$ cat src/rtl/register_pkg.sv
// Datapath constants shared by every register in the 8-bit computer, so all
// A/B/output registers agree on word size and reset contents.
package register_pkg;

  localparam int DATA_WIDTH = 8;
  localparam logic [DATA_WIDTH-1:0] REG_RESET_VALUE = 8'h00;

endpackage : register_pkg

$ cat src/rtl/register_dff_en.sv
// Single-bit D flip-flop with load enable and asynchronous active-low reset.
// A non-1 enable (0, X or Z) falls through to hold, so it never loads.
module dff_en #(
  parameter logic RESET_BIT = 1'b0
) (
  input  logic clk,
  input  logic reset,
  input  logic enable,
  input  logic d,
  output logic q
);

  always_ff @(posedge clk or negedge reset) begin
    if (!reset) begin
      q <= RESET_BIT;
    end else if (enable) begin
      q <= d;
    end
  end

endmodule : dff_en

$ cat src/rtl/register.sv
// WIDTH-bit load-enabled data register built from one dff_en per bit; value is
// driven purely from the flops, with no combinational path from in.
module register
  import register_pkg::*;
#(
  parameter int               WIDTH       = DATA_WIDTH,
  parameter logic [WIDTH-1:0] RESET_VALUE = WIDTH'(REG_RESET_VALUE)
) (
  input  logic [WIDTH-1:0] in,
  input  logic             clk,
  input  logic             enable,
  input  logic             reset,
  output logic [WIDTH-1:0] value
);

  for (genvar i = 0; i < WIDTH; i++) begin : g_bit
    dff_en #(
      .RESET_BIT (RESET_VALUE[i])
    ) u_dff (
      .clk    (clk),
      .reset  (reset),
      .enable (enable),
      .d      (in[i]),
      .q      (value[i])
    );
  end

endmodule : register

$ cat config.mk
export PLATFORM = sky130hd
export DESIGN_NAME = register
export DESIGN_NICKNAME = d
export VERILOG_FILES = /design/src/rtl/register_pkg.sv /design/src/rtl/register_dff_en.sv /design/src/rtl/register.sv
export SDC_FILE = /design/constraint.sdc
export NUM_CORES = 1
export LEC_CHECK = 0
export ABC_CLOCK_PERIOD_IN_PS = 2400
export BUFFER_PORTS_ARGS = -buffer_cell sky130_fd_sc_hd__buf_4
export CAP_MARGIN = 20
export CELL_PAD_IN_SITES_DETAIL_PLACEMENT = 1
export CELL_PAD_IN_SITES_GLOBAL_PLACEMENT = 1
export CORE_AREA = 2 2 39 41
export CTS_CLUSTER_SIZE = 40
export DETAILED_ROUTE_END_ITERATION = 12
export DIE_AREA = 0 0 41 43
export GPL_TIMING_DRIVEN = 0
export PLACE_DENSITY = 0.78
export SLEW_MARGIN = 10
export SYNTH_ARGS = -nofsm -noshare
export SYNTH_HDL_FRONTEND = slang
export SYNTH_SLANG_ARGS = --single-unit
export TNS_END_PERCENT = 10
$ cat constraint.sdc
create_clock -name clk -period 2.4 [get_ports clk]
set_clock_uncertainty 0.05 [all_clocks]
set_input_delay 0.6 -clock clk [delete_from_list [all_inputs] [get_ports clk]]
set_output_delay 0.6 -clock clk [all_outputs]
set_load 0.02 [all_outputs]
==> summary.txt, run 1 <==
max reg flops -> 8
leakage -> 0.299 nW
max_slew headroom -> 92.2%
post-cts resize count -> 0
drt via density -> 4.07
# IOs -> 19
Tot GR Track Use -> 8.32%
crit-path max FO -> 2
largest net degree at the start of global routing -> 9
R2R cell count -> 1
Synth Area in XOR/XNOR -> 0%
RSZ-0062 raised after global routing -> false
Post-Synth Adder-Cell Area -> 0%
Fin Setup TNS -> 0 ns
Final nets -> 58
post-synthesis average cell area -> 15.7 um^2
Synth Register Bits -> 8
initial antenna violation count -> 0
WL/cell -> 10.3 um
Net Sw Frac -> 24.1%
post-layout util -> 40.6%
input/output buffers -> 17
sequential power share -> 44.1%
post-synthesis mux area share -> 30.7%
# clock sinks -> 8
clk buf depth -> 2
Starting Density -> 28.3%
Antenna diodes -> 0
Critical Path RT -> 1.75 ns
die area -> 1760 um^2
Hold/Removal Path Class -> input pin to asynchronous set/reset pin
CTS Buf Count -> 3
maximum VDD drop -> 0.318 mV
critical path class -> register to primary output
clk slew on worst S/H paths -> 0.05 ns
simple-gate share of the synthesized area -> 0%
Top reg by flops -> g_bit.u_dff.q
Congestion Overflow GR -> 0
CTS HTree Levels -> 1
Critical Path Start Type -> register
maxcap violations -> 0
global-route wire length before repair -> 966 um
total power draw -> 354 uW
chip height -> 43 um
Int Power -> 268 uW
WP data arrival -> 0.90 ns
Switch Pwr -> 85.2 uW
RD Place Congestion -> 0.649
Area Growth Syn to Fin -> 43.5%
syn nets -> 36
cells after synthesis -> 25
First DRT Iteration DRCs -> 5
final worst path period share -> 64.5%
Comb pwr share -> 28.2%
Cell Area, Synth -> 392 um^2
vias in the first global route -> 247
final hold violation count -> 0
Pre-Repair DR Iteration Count -> 3
library cells used by synthesis -> 4
Post-Route WL -> 628 um
PwrDens -> 630 nW/um^2
result of the run -> finished clean
minimum clock period -> 1.55 ns
CP Capture Type -> primary output
drc violations -> 0
# Post-CTS Setup Buffers -> 0
fin. max-slew vios -> 0
Routed Antenna Nets -> 0
Worst Slack Setup Final -> 0.851 ns
Post-CTS Hold Buffers -> 0
Clk network pwr share -> 27.7%
CTS root buffer -> clkbuf_4
worst slack, placed -> 1.11 ns
Final setup viols -> 0
largest family of logic cells by synthesized area -> multiplexers
Core Region -> 1380 um^2
Die X -> 41 um
Slew @ Worst Pin -> 0.117 ns
routed vias -> 248
biggest regs -> g_bit.u_dff.q (8)
fmax -> 646 MHz
Skew-Pair Late Insertion Delay -> 0.24 ns
share of cells above drive strength 1 -> 82.2%
sequential area share after synthesis -> 51.1%
CTS tree -> built
Synth Warn # -> 0
number of cell rows -> 14
compound-cell area share of the yosys netlist -> 0%
-- power groups by stage --
stage / clock [mW] / sequential, mW / combinational [mW]
final: 0.0980 / 0.156 / 0.0998
after global routing: 0.113 / 0.157 / 0.106
after CTS: 0.100 / 0.156 / 0.102
after detailed placement: 0 / 0.158 / 0.101
after global placement: 0 / 0.158 / 0.0998
after floorplan: 0 / 0.156 / 0.0645
-- worst max-delay path, stage by stage, from the launching register on --
cell     delay, ns
dfrtp_1       0.38
buf_4         0.13
buf_4         0.14
-- worst paths after layout --
kind	slack (ns)	to	from
max in group asynchronous	2.06	g_bit[4].u_dff.q	reset
setup reg to reg	1.59	g_bit[0].u_dff.q	g_bit[0].u_dff.q
min in group clk	0.46	g_bit[1].u_dff.q	g_bit[1].u_dff.q
setup / recovery	0.85	value[0]	g_bit[0].u_dff.q
hold reg to reg	0.46	g_bit[1].u_dff.q	g_bit[1].u_dff.q
hold / removal	0.11	g_bit[0].u_dff.q	reset
-- cells by family after synthesis --
family,count (synthesis)
mux,8
flops,8
buf+inv,9
-- layout make-up --
type	instances	area, um^2
buffer	9	71.3
fill	148	822
tap	16	20.0
sequential	8	200
clock buffer	3	22.5
multi-input combinational	8	120
timing repair buffer	17	128
-- layer usage --
metal	GRT usage, %	share of wire (%)	routed length (um)	vias to the layer above
met5	0	0	0	-
met4	4.00	0	0	0
met3	3.14	11	69	0
met2	12.2	49	310	11
met1	10.3	39	248	123
li1	-	-	-	114
-- Yosys cell counts --
library cell	number	area share [%]
buf_4	8	15
buf_6	1	2.9
dfrtp_1	8	51
mux2_4	8	31
-- per-stage QoR --
| stage | cells | area (um^2) | hold WS (ns) |
|---|---|---|---|
| floorplan | 25 | 392 | 0.254 |
| global placement | 58 | 539 | 0.371 |
| detailed placement | 58 | 539 | 0.373 |
| CTS | 61 | 562 | 0.113 |
| global route | 61 | 562 | 0.104 |
| finish | 61 | 562 | 0.110 |
-- cells in the final DEF, fill, tap and decap left out --
| cell | netlist | final |
|---|---|---|
| clkbuf_4 | 0 | 3 |
| buf_6 | 1 | 1 |
| buf_4 | 8 | 25 |
| dfrtp_1 | 8 | 8 |
| mux2_4 | 8 | 8 |
(Power assumes the default switching activity.)
==> run 2, diff against run 1 <==
ABC_AREA = 1   (was not set)
ABC_CLOCK_PERIOD_IN_PS = 1610   (was 2400)
CORE_AREA = not set   (was 2 2 39 41)
CORE_MARGIN = 2   (was not set)
CORE_UTILIZATION = 28   (was not set)
DIE_AREA = not set   (was 0 0 41 43)
PLACE_DENSITY = 0.83   (was 0.78)
clock period = 1.61 ns   (was 2.4 ns; I/O delays follow)
==> run 2 against run 1 <==
Global-route usage up 3.1 points. Register-to-register slack worse by 0.63 ns. Non-clock buffer count up 1. Sequential share of layout area up 1.1 points. Via count up 30%. Clock-buffer cell count unchanged. Synthesized cell count up 68%. Die area down 8.7%. Clock power up 49%. Wire length up 21%. First-iteration DRC count down 80%. Area after synthesis down 6.7%.
==> summary.txt, run 2 <==
result of the run -> finished clean
total power draw -> 500 uW
# IOs -> 19
CTS HTree Levels -> 1
Async SR Flop Fraction -> 100%
drt via density -> 4.14
WL/cell -> 9.74 um
# clock sinks -> 8
Routed Antenna Nets -> 0
max incr delay on CP -> 0.38 ns
biggest regs -> g_bit.u_dff.q (8)
max reg flops -> 8
chip height -> 40.1 um
largest net degree at the start of global routing -> 10
Skew-Pair Late Insertion Delay -> 0.25 ns
Synth top cells by count -> nand2_1 (24), buf_4 (8), dfrtp_1 (8)
HP Start -> in[0]
final hold violation count -> 0
Synth Register Bits -> 8
Main synth FF type -> dfrtp_1
Slew @ Worst Pin -> 0.132 ns
Hold/Removal Path Class -> input pin to register
most frequent cells in the layout -> buf_4 (25), nand2_1 (24), dfrtp_1 (8)
area share of the largest cell type after synthesis -> 54.8%
top-count cell post-synth -> nand2_1
Worst Setup SP -> g_bit[2].u_dff.q
PwrDens -> 918 nW/um^2
crit-path max FO -> 2
CTS root buffer -> clkbuf_4
die area -> 1610 um^2
CTS tree -> built
RR Startpoint -> g_bit[1].u_dff.q
# Post-CTS Setup Buffers -> 0
EDFF count, synth -> 0
clk slew on worst S/H paths -> 0.05 ns
post-layout util -> 43.5%
commonest non-fill, non-tap cell in the layout -> buf_4
M1 GR Usage -> 11.9%
number of cell rows -> 13
M2 GR Usage -> 19.4%
cells after synthesis -> 42
CTS Buf Count -> 3
Synth Warn # -> 0
max_slew headroom -> 91.2%
Area Growth Syn to Fin -> 49.0%
clk buf depth -> 2
global-route wire length before repair -> 1130 um
drc violations -> 0
RD Place Congestion -> 0.580
maxcap violations -> 0
Post-Route WL -> 760 um
Area contributors post-synth -> dfrtp_1 (55%), nand2_1 (25%), buf_4 (16%)
Starting Density -> 29.2%
most frequent CP cell -> buf_4
fmax -> 740 MHz
Final nets -> 76
Core Region -> 1250 um^2
post-synthesis average cell area -> 8.70 um^2
Crit path max-delay family -> flip-flops
fin. max-slew vios -> 0
Pre-Repair DR Iteration Count -> 4
minimum clock period -> 1.35 ns
vias in the first global route -> 297
final worst path period share -> 83.9%
Antenna diodes -> 0
M3 GR Usage -> 1.67%
share of cells above drive strength 1 -> 47.6%
Top reg by flops -> g_bit.u_dff.q
CP Capture Type -> primary output
CP max-delay cell -> dfrtp_1
post-cts resize count -> 0
Critical Path RT -> 1.16 ns
Congestion Overflow GR -> 0
critical path class -> register to primary output
WP data arrival -> 0.90 ns
Final setup viols -> 0
Hold Slack -> 0.299 ns
library cells used by synthesis -> 5
Tot GR Track Use -> 11.4%
Most Used Layer, Global Route -> met2
dominant cell type by area after synthesis -> dfrtp_1
Cell Area, Synth -> 365 um^2
initial antenna violation count -> 0
Post-CTS Hold Buffers -> 1
syn nets -> 53
maximum VDD drop -> 0.350 mV
leakage -> 0.317 nW
First DRT Iteration DRCs -> 1
RSZ-0062 raised after global routing -> false
Critical Path Start Type -> register
crit path cell chain -> buf_4 > buf_4
CP Buf/Inv Count -> 2
routed vias -> 323
sequential area share after synthesis -> 54.8%
input/output buffers -> 17
Fin Setup TNS -> 0 ns
Die X -> 40.1 um
==> run 2: area by class of cell <==
type                    count  area, um^2
fillers                   157         708
flip-flops and latches      8         200
repair buffers             18         138
multi-input cells          24        90.1
plain buffers               9        71.3
clock buffers               3        22.5
well taps                  15        18.8
inverters                   1        3.75
==> run 2: final timing paths <==
kind | to | slack (ns) | cells after the start
min in group asynchronous | g_bit[2].u_dff.q | 0.47 | 2
min | g_bit[0].u_dff.q | 0.30 | 3
max reg2reg | g_bit[1].u_dff.q | 0.96 | 2
max in group asynchronous | g_bit[6].u_dff.q | 0.91 | 2
max | value[2] | 0.26 | 2
min reg2reg | g_bit[0].u_dff.q | 0.42 | 2
==> run 2: cells by family (layout without fill, tap and decap cells) <==
kind of cell	count (synthesis)	count (layout)	share of synthesized area, %
buffers and inverters	10	31	20.5
and+or+nand+nor	24	24	24.7
DFF	8	8	54.8
==> run 2: stage by stage <==
| step | instance area (um^2) | setup WS (ns) | std cells |
|---|---|---|---|
| final | 544 | 0.259 | 78 |
| after CTS | 544 | 0.244 | 78 |
| after detailed placement | 512 | 0.514 | 74 |
| after global routing | 544 | 0.220 | 78 |
| after floorplan | 365 | 0.657 | 42 |
| after global placement | 512 | 0.533 | 74 |
==> run 2: worst min-delay path: stages <==
cell and delay, ns:
buf_4 0.07, nand2_1 0.04, nand2_1 0.05
==> run 2: where the power goes <==
part | switching [mW] | internal, mW
Clock | 0.0614 | 0.0848
Sequential | 0.00904 | 0.219
Combinational | 0.0566 | 0.0685
==> run 2: metal layers <==
metal / vias up / part of all wire (%)
met5: - / 0
met1: 150 / 37
met3: 0 / 7.0
met2: 13 / 56
met4: 0 / 0
li1: 160 / -
==> run 3, diff against run 2 <==
ABC_AREA = 0   (was 1)
ABC_CLOCK_PERIOD_IN_PS = 1250   (was 1610)
CORE_AREA = 2 2 39 41   (was not set)
CORE_MARGIN = not set   (was 2)
CORE_UTILIZATION = not set   (was 28)
DIE_AREA = 0 0 41 43   (was not set)
PLACE_DENSITY = 0.78   (was 0.83)
clock period = 1.25 ns   (was 1.61 ns; I/O delays follow)
==> run 3 against run 2 <==
Register-to-register slack worse by 0.65 ns. Sequential cell count unchanged. Critical path type unchanged. Highest routed layer unchanged. Setup slack worse by 0.24 ns.
==> summary.txt, run 3 (synthesis gave the netlist of run 1 again) <==
Area Growth Syn to Fin -> 62.3%
Critical Path RT -> 0.89 ns
crit-path max FO -> 2
global-route wire length before repair -> 972 um
die area -> 1760 um^2
clk buf depth -> 2
final worst path period share -> 98.6%
max reg flops -> 8
minimum clock period -> 1.23 ns
CTS Buf Count -> 3
critical path class -> register to primary output
Critical Path Start Type -> register
Reg area -> 200 um^2
Worst Setup EP -> value[0]
Fin Setup TNS -> 0 ns
Pre-Repair DR Iteration Count -> 2
max_slew headroom -> 92.3%
Reg2Reg Setup Slack -> 0.31 ns
PwrDens -> 1140 nW/um^2
Routed Antenna Nets -> 0
M1 GR Usage -> 10.0%
vias in the first global route -> 249
largest net degree at the start of global routing -> 9
reg2reg end -> g_bit[4].u_dff.q
Congestion Overflow GR -> 0
Skew-Pair Late Insertion Delay -> 0.24 ns
WL/cell -> 11.1 um
Antenna diodes -> 0
# clock sinks -> 8
routed vias -> 256
WP data arrival -> 0.87 ns
Tot GR Track Use -> 8.53%
chip height -> 43 um
number of cell rows -> 14
Top reg by flops -> g_bit.u_dff.q
Multi-input gate area -> 120 um^2
placed instance count -> 58
drc violations -> 0
post-layout util -> 45.9%
clk slew on worst S/H paths -> 0.05 ns
most frequent cells in the layout -> buf_6 (16), buf_4 (11), mux2_4 (8), dfrtp_1 (8), clkbuf_4 (3)
CTS root buffer -> clkbuf_4
Hold Slack -> 0.249 ns
CTS HTree Levels -> 1
leakage -> 0.327 nW
share of cells above drive strength 1 -> 80.9%
Post-Route WL -> 697 um
number of fill cells -> 148
Core Region -> 1380 um^2
Hold/Removal Path Class -> input pin to register
CTS tree -> built
maxcap violations -> 0
Die X -> 41 um
Starting Density -> 28.3%
RD Place Congestion -> 0.649
Most Used Layer, Global Route -> met2
maximum VDD drop -> 0.615 mV
RR Startpoint -> g_bit[4].u_dff.q
input/output buffers -> 17
Worst Setup SP -> g_bit[0].u_dff.q
result of the run -> finished clean
R2R cell count -> 2
RSZ-0062 raised after global routing -> true
biggest regs -> g_bit.u_dff.q (8)
Final nets -> 60
final hold violation count -> 0
initial antenna violation count -> 0
M2 GR Usage -> 13.1%
CP Capture Type -> primary output
First DRT Iteration DRCs -> 4
Slew @ Worst Pin -> 0.116 ns
commonest non-fill, non-tap cell in the layout -> buf_6
fin. max-slew vios -> 0
M3 GR Usage -> 3.14%
# IOs -> 19
Final Non-Filler Cells -> 63
Final setup viols -> 0
fmax -> 811 MHz
drt via density -> 4.06
[run 3: changes by cell type in the layout (fill, tap and decap cells not counted)]
cell,change
buf_4,-14
buf_6,+15
inv_2,-1
mux2_4,+8
nand2_1,-24
[run 3: per-stage QoR]
| step | power, mW | instance area [um^2] | setup slack (ns) |
|---|---|---|---|
| detailed placement | 0.498 | 539 | 0.248 |
| global placement | 0.494 | 539 | 0.254 |
| CTS | 0.709 | 598 | 0.00221 |
| finish | 0.725 | 636 | 0.0174 |
| global route | 0.771 | 636 | -0.0150 |
| floorplan | 0.424 | 392 | 0.345 |
[run 3: routing by layer]
layer,share of wire (%),wire length [um]
met5,0,0
met4,0,0
met3,7.3,51
met2,54,377
met1,38,267
[run 3: worst min path at each step]
stage               start               end  slack, ns  cells after the start
CTS                 in[4]  g_bit[4].u_dff.q       0.24                      2
global route        in[0]  g_bit[0].u_dff.q       0.24                      2
global placement    reset  g_bit[1].u_dff.q       0.08                      1
detailed placement  reset  g_bit[0].u_dff.q       0.09                      1
floorplan           reset  g_bit[0].u_dff.q      -0.03                      0
finish              in[4]  g_bit[4].u_dff.q       0.25                      2
[run 3: final cells by class]
type                    count  share of cell area, %
plain buffers               8                   14.2
well taps                  16                   3.15
multi-input cells           8                   18.9
flip-flops and latches      8                   31.5
repair buffers             20                   28.7
clock buffers               3                   3.54
[run 3: power by group]
part	switching [mW]	internal, mW	leakage (nW)
clock	0.0773	0.109	0.0138
sequential	0.0189	0.286	0.0935
combinational	0.0774	0.157	0.220
total	0.174	0.552	0.327
[run 3: critical path, stage by stage, from the launching register on]
cell and delay (ns):
dfrtp_1 0.39, buf_6 0.12, buf_6 0.12
[run 3: repair_timing]
item,in CTS,in global routing
setup buffers,0,2
resized for setup,7,8
endpoints found under the setup margin,7,8
hold buffers,1,0
endpoints found under the hold margin,8,0
